<file path="src/rtl/uart_axis_deframer.sv">
// UART byte stream to AXI-Stream word deframer: sync hunt, little-endian payload assembly,
// inter-byte timeout and overflow flagging. Optional XOR checksum byte under `DEFRAMER_CSUM_EN.
module uart_axis_deframer #(
    parameter int                       BITS_PER_WORD = 8,
    parameter int                       W_OUT         = 224,
    parameter logic [BITS_PER_WORD-1:0] SYNC_BYTE     = 8'hA5,
    parameter int                       TIMEOUT_CLKS  = 200_000
) (
    input  logic                     clk,
    input  logic                     rstn,
    input  logic                     s_valid,
    input  logic [BITS_PER_WORD-1:0] s_data,
    input  logic                     m_axis_tready,
    output logic                     m_axis_tvalid,
    output logic [W_OUT-1:0]         m_axis_tdata,
    output logic                     err_timeout,
    output logic                     err_overflow,
    output logic                     err_csum
);

    localparam int N_BYTES = (W_OUT + BITS_PER_WORD - 1) / BITS_PER_WORD;
    localparam int W_CNT   = $clog2(N_BYTES + 1);
    localparam int W_TMR   = $clog2(TIMEOUT_CLKS + 1);

`ifdef DEFRAMER_CSUM_EN
    typedef enum logic [1:0] {HUNT, PAYLOAD, CSUM} state_e;
`else
    typedef enum logic [0:0] {HUNT, PAYLOAD} state_e;
`endif

    state_e               state_q, state_d;
    logic [W_CNT-1:0]     cnt_q, cnt_d;
    logic [W_TMR-1:0]     timer_q, timer_d;
    logic [W_OUT-1:0]     asm_q, asm_d;
    logic                 tvalid_q, tvalid_d;
    logic [W_OUT-1:0]     tdata_q, tdata_d;
    logic                 err_timeout_q, err_timeout_d;
    logic                 err_overflow_q, err_overflow_d;
    logic                 commit;
`ifdef DEFRAMER_CSUM_EN
    logic [BITS_PER_WORD-1:0] csum_q, csum_d;
    logic                     err_csum_q, err_csum_d;
`endif

    always_comb begin
        state_d        = state_q;
        cnt_d          = cnt_q;
        timer_d        = timer_q;
        asm_d          = asm_q;
        tvalid_d       = tvalid_q & ~m_axis_tready;
        tdata_d        = tdata_q;
        err_timeout_d  = 1'b0;
        err_overflow_d = 1'b0;
        commit         = 1'b0;
`ifdef DEFRAMER_CSUM_EN
        csum_d         = csum_q;
        err_csum_d     = 1'b0;
`endif
        case (state_q)
            HUNT: begin
                timer_d = '0;
                cnt_d   = '0;
                if (s_valid && s_data == SYNC_BYTE) begin
                    state_d = PAYLOAD;
                    asm_d   = '0;
`ifdef DEFRAMER_CSUM_EN
                    csum_d  = '0;
`endif
                end
            end
            PAYLOAD: begin
                if (s_valid) begin
                    timer_d = '0;
                    // Bits of the last byte that fall beyond W_OUT are simply not stored.
                    for (int k = 0; k < N_BYTES; k++) begin
                        for (int i = 0; i < BITS_PER_WORD; i++) begin
                            if (k * BITS_PER_WORD + i < W_OUT && cnt_q == W_CNT'(k))
                                asm_d[k * BITS_PER_WORD + i] = s_data[i];
                        end
                    end
`ifdef DEFRAMER_CSUM_EN
                    csum_d = csum_q ^ s_data;
`endif
                    if (cnt_q == W_CNT'(N_BYTES - 1)) begin
                        cnt_d = '0;
`ifdef DEFRAMER_CSUM_EN
                        state_d = CSUM;
`else
                        state_d = HUNT;
                        commit  = 1'b1;
`endif
                    end else begin
                        cnt_d = cnt_q + 1'b1;
                    end
                end
            end
`ifdef DEFRAMER_CSUM_EN
            CSUM: begin
                if (s_valid) begin
                    timer_d = '0;
                    state_d = HUNT;
                    if (s_data == csum_q) commit = 1'b1;
                    else                  err_csum_d = 1'b1;
                end
            end
`endif
            default: state_d = HUNT;
        endcase

        // A byte arriving in the expiry cycle takes priority over the timeout.
        if (state_q != HUNT && !s_valid) begin
            if (timer_q == W_TMR'(TIMEOUT_CLKS - 1)) begin
                state_d       = HUNT;
                cnt_d         = '0;
                timer_d       = '0;
                err_timeout_d = 1'b1;
            end else begin
                timer_d = timer_q + 1'b1;
            end
        end

        if (commit) begin
            if (!tvalid_q || m_axis_tready) begin
                tvalid_d = 1'b1;
                tdata_d  = asm_d;
            end else begin
                err_overflow_d = 1'b1;
            end
        end
    end

    // NOTE: sequential state uses non-blocking assignments only; all next-state math lives above.
    always_ff @(posedge clk or negedge rstn) begin
        if (!rstn) begin
            state_q        <= HUNT;
            cnt_q          <= '0;
            timer_q        <= '0;
            asm_q          <= '0;
            tvalid_q       <= 1'b0;
            tdata_q        <= '0;
            err_timeout_q  <= 1'b0;
            err_overflow_q <= 1'b0;
`ifdef DEFRAMER_CSUM_EN
            csum_q         <= '0;
            err_csum_q     <= 1'b0;
`endif
        end else begin
            state_q        <= state_d;
            cnt_q          <= cnt_d;
            timer_q        <= timer_d;
            asm_q          <= asm_d;
            tvalid_q       <= tvalid_d;
            tdata_q        <= tdata_d;
            err_timeout_q  <= err_timeout_d;
            err_overflow_q <= err_overflow_d;
`ifdef DEFRAMER_CSUM_EN
            csum_q         <= csum_d;
            err_csum_q     <= err_csum_d;
`endif
        end
    end

    assign m_axis_tvalid = tvalid_q;
    assign m_axis_tdata  = tdata_q;
    assign err_timeout   = err_timeout_q;
    assign err_overflow  = err_overflow_q;
`ifdef DEFRAMER_CSUM_EN
    assign err_csum      = err_csum_q;
`else
    assign err_csum      = 1'b0;
`endif

endmodule

</file>
<file path="config.mk">
export PLATFORM = sky130hd
export DESIGN_NAME = uart_axis_deframer
export DESIGN_NICKNAME = d
export VERILOG_FILES = /design/src/rtl/uart_axis_deframer.sv
export SDC_FILE = /design/constraint.sdc
export NUM_CORES = 1
export LEC_CHECK = 0
export BUFFER_PORTS_ARGS = -buffer_cell sky130_fd_sc_hd__buf_2
export CORE_MARGIN = 3
export CORE_UTILIZATION = 50
export CTS_CLUSTER_DIAMETER = 150
export DETAILED_ROUTE_END_ITERATION = 6
export PLACE_DENSITY = 0.77
export SLEW_MARGIN = 5
export SYNTH_ARGS = -nofsm -noshare
export SYNTH_HDL_FRONTEND = slang
export SYNTH_SLANG_ARGS = --single-unit
</file>
<file path="constraint.sdc">
create_clock -name clk -period 2.7 [get_ports clk]
set_clock_uncertainty 0.1 [all_clocks]
set_input_delay 0.135 -clock clk [delete_from_list [all_inputs] [get_ports clk]]
set_output_delay 0.135 -clock clk [all_outputs]
set_load 0.02 [all_outputs]
</file>
==> run metrics <==
Reg-to-Reg Start cnt_q[0]; clk sinks 467; hold_ws 0.0320 ns; total placed instance area 21200 um2; Final period util 88.4%; Slowest-stage cell, CP dfrtp_1; first-pass GRT wire length 76700 um; # fillers 3084; Mean Syn Cell Area 11.7 um2; DP Cell Count 2336; PwrDens 660 nW/um2; Layout Nets 1901; total negative setup slack 0 ns; CP max stage delay 0.47 ns; Simple-Gate Fraction of Synth Area 13.1%; proportion of synthesized area in mux cells 14.8%; GRT Resource Usage Total 23.8%; die height 202 um; Mapped Nets 1670; TritonCTS clock tree yes; max_cap viols 0; Starting Density 50.9%; RSZ-0062 raised after global routing no; Register Area 11700 um2; critical path class register to register; Period minus WS final 2.39 ns; Adder-Cell Fraction of Synth Area 0.454%; dominant synthesized flop cell dfrtp_1; Yosys cell types 57; startpoint type of the worst setup path register; total chip power 15.0 mW; footprint of the multi-input gates 7060 um2; RePlAce Congestion 0.812; WP buf/inv 1; Max Fanout on Critical Path 35; Fmax 419 MHz; synth top area cells dfrtp_1, mux2i_1, nand2_1; reg2reg path depth 5; slew at the pin closest to its max-slew limit 0.812 ns; Die Area 40900 um2; Clock Tree Buf Depth 3; Routed Antenna Nets 0; leakage power 11.8 nW; worst-path cell chain ha_1 > and4_1 > and3_4 > buf_12 > mux2_2; number of synthesized flops with an enable pin 0; CP startpoint cnt_q[0]; Ant. Diodes 0; most frequent cells in the layout dfrtp_1, nand2_1, buf_2; drc violations 0; Clock Latency Late Sink 0.58 ns; HPWL after DPL 31300 um; Final Slew Violations 0; vias in the first global route 13300; Cell Area, Synth 19300 um2; die width 202 um; Root Driver clkbuf_16; WP data arrival 2.74 ns; Slew HR 45.7%; largest net degree at the start of global routing 109; routed len/inst 19.9 um; total number of cells along the worst setup path 5; area of the core 37800 um2; Top delay family on crit path simple AND/OR/NAND/NOR gates; Syn Inst Count 1651; IO Pins 240; FF+latch count, synth 467; Post-Synth XOR/XNOR Area 0.818%; VDD IR max 0.590 mV; Vias 13100; post-synth top area share 60.6%; Remaining Overflow, GRT 0; Synth area leader dfrtp_1; Synth Area in Compound Gates 7.22%; H-tree Lvls 2; Inserted Clock Buffers 47; Hold WC Path Type input port to register; critical path required time 3.05 ns; Vias per Instance 5.38; synthesis-to-finish area growth 18.0%; Hold Path Origin s_data[5]; Hold Violations, Final 0; hold path depth 4; Iteration-0 DRC Markers 881; PortBufs 238; YS warnings 0; Row Count 71; status complete, no violations; Non-Filler Instances 2427; wirelength, routed 48200 um; fin area 22800 um2; sequential fraction of the synthesis area 60.6%; layout cells sized above 1 24.9%; commonest non-fill, non-tap cell in the layout dfrtp_1; main combinational cell family by area after synthesis multiplexers; # resized after CTS 0; post-synthesis async set-or-reset flop share 100%; antenna violations before repair 1; TritonRoute pass-1 iters 5; Finish-stage setup viols 0; Crit. End Element register; Clk pin slew, worst setup/hold paths 0.06 ns
==> final timing paths <==
| path | end | slack (ns) |
|---|---|---|
| worst min register to register | m_axis_tdata[113] | 0.37 |
| worst max register to register | m_axis_tdata[20] | 0.31 |
| worst max-delay path | m_axis_tdata[20] | 0.31 |
| max in group asynchronous | asm_q[47] | 1.73 |
| min in group asynchronous | asm_q[106] | 0.08 |
| worst min-delay path | asm_q[157] | 0.03 |
==> final cells by class <==
class | instances | share of cell area [%]
Clock buffer | 71 | 6.24
Sequential cell | 467 | 51.4
Inverter | 9 | 0.148
Tap cell | 511 | 2.81
Timing Repair Buffer | 290 | 8.06
Multi-Input combinational cell | 1067 | 31.0
Clock inverter | 12 | 0.363
==> power breakdown <==
part / leakage [nW] / internal, mW / total [mW] / switching [mW]
combinational: 4.58 / 0.415 / 0.955 / 0.539
sequential: 6.43 / 7.48 / 7.75 / 0.265
clock: 0.737 / 3.63 / 6.31 / 2.68
total: 11.8 / 11.5 / 15.0 / 3.48
==> sequential cells by signal (all words and copies together) (netlist names) <==
| register | cells |
|---|---|
| m_axis_tvalid | 1 |
| err_timeout | 1 |
| timer_q | 18 |
| m_axis_tdata | 224 |
| cnt_q | 5 |
| err_overflow | 1 |
| asm_q | 216 |
| state_q | 1 |
==> stage by stage <==
step	utilization (%)	setup WS, ns
final	60.1	0.313
after global routing	60.1	0.125
after detailed placement	55.9	0.369
after floorplan	-	0.725
after global placement	55.9	0.449
after CTS	60.1	0.324
==> synthesized netlist by cell type (2+ instances only) <==
master	number
a21o_1	68
and3_1	4
and4_1	2
o21ai_0	116
nand3_4	3
nand2_1	262
nand4_1	8
buf_4	16
nor2_8	4
nor4_1	5
nor2_2	3
ha_1	7
dfrtp_1	467
buf_6	3
mux2_2	76
nor3_4	3
inv_1	9
nand3_1	12
nand4bb_1	2
nor2_1	178
a21oi_1	25
and3b_1	2
nor3_1	7
xor2_1	4
nand3b_4	6
buf_2	29
mux2i_1	199
buf_1	11
clkbuf_1	47
xnor2_1	14
nor2_4	15
o21ai_1	16
nand2b_1	4
==> repair_timing <==
action                    CTS  global route
setup buffers               0             0
hold buffers                8             0
hold endpoints to repair  375             0
==> worst min-delay path: stages <==
cell     delay [ns]
buf_2          0.15
buf_4          0.24
nand2_1        0.08
a21oi_1        0.05
==> kinds of logic after synthesis <==
logic type | after synthesis
adders and majority gates | 7
AOI/OAI and AO/OA | 234
other | 1
xor gates and xnor gates | 18
DFF | 467
muxes | 275
and+or+nand+nor | 532
buffers and inverters | 117
==> per-layer routing <==
metal	wire, um	global-route usage, %	share of wire (%)
met1	21300	33.4	44
met2	23500	38.8	49
met3	2550	4.25	5.3
met4	910	5.64	1.9
met5	12	0	0.025
Note: power is estimated with default switching activity, not from simulation.
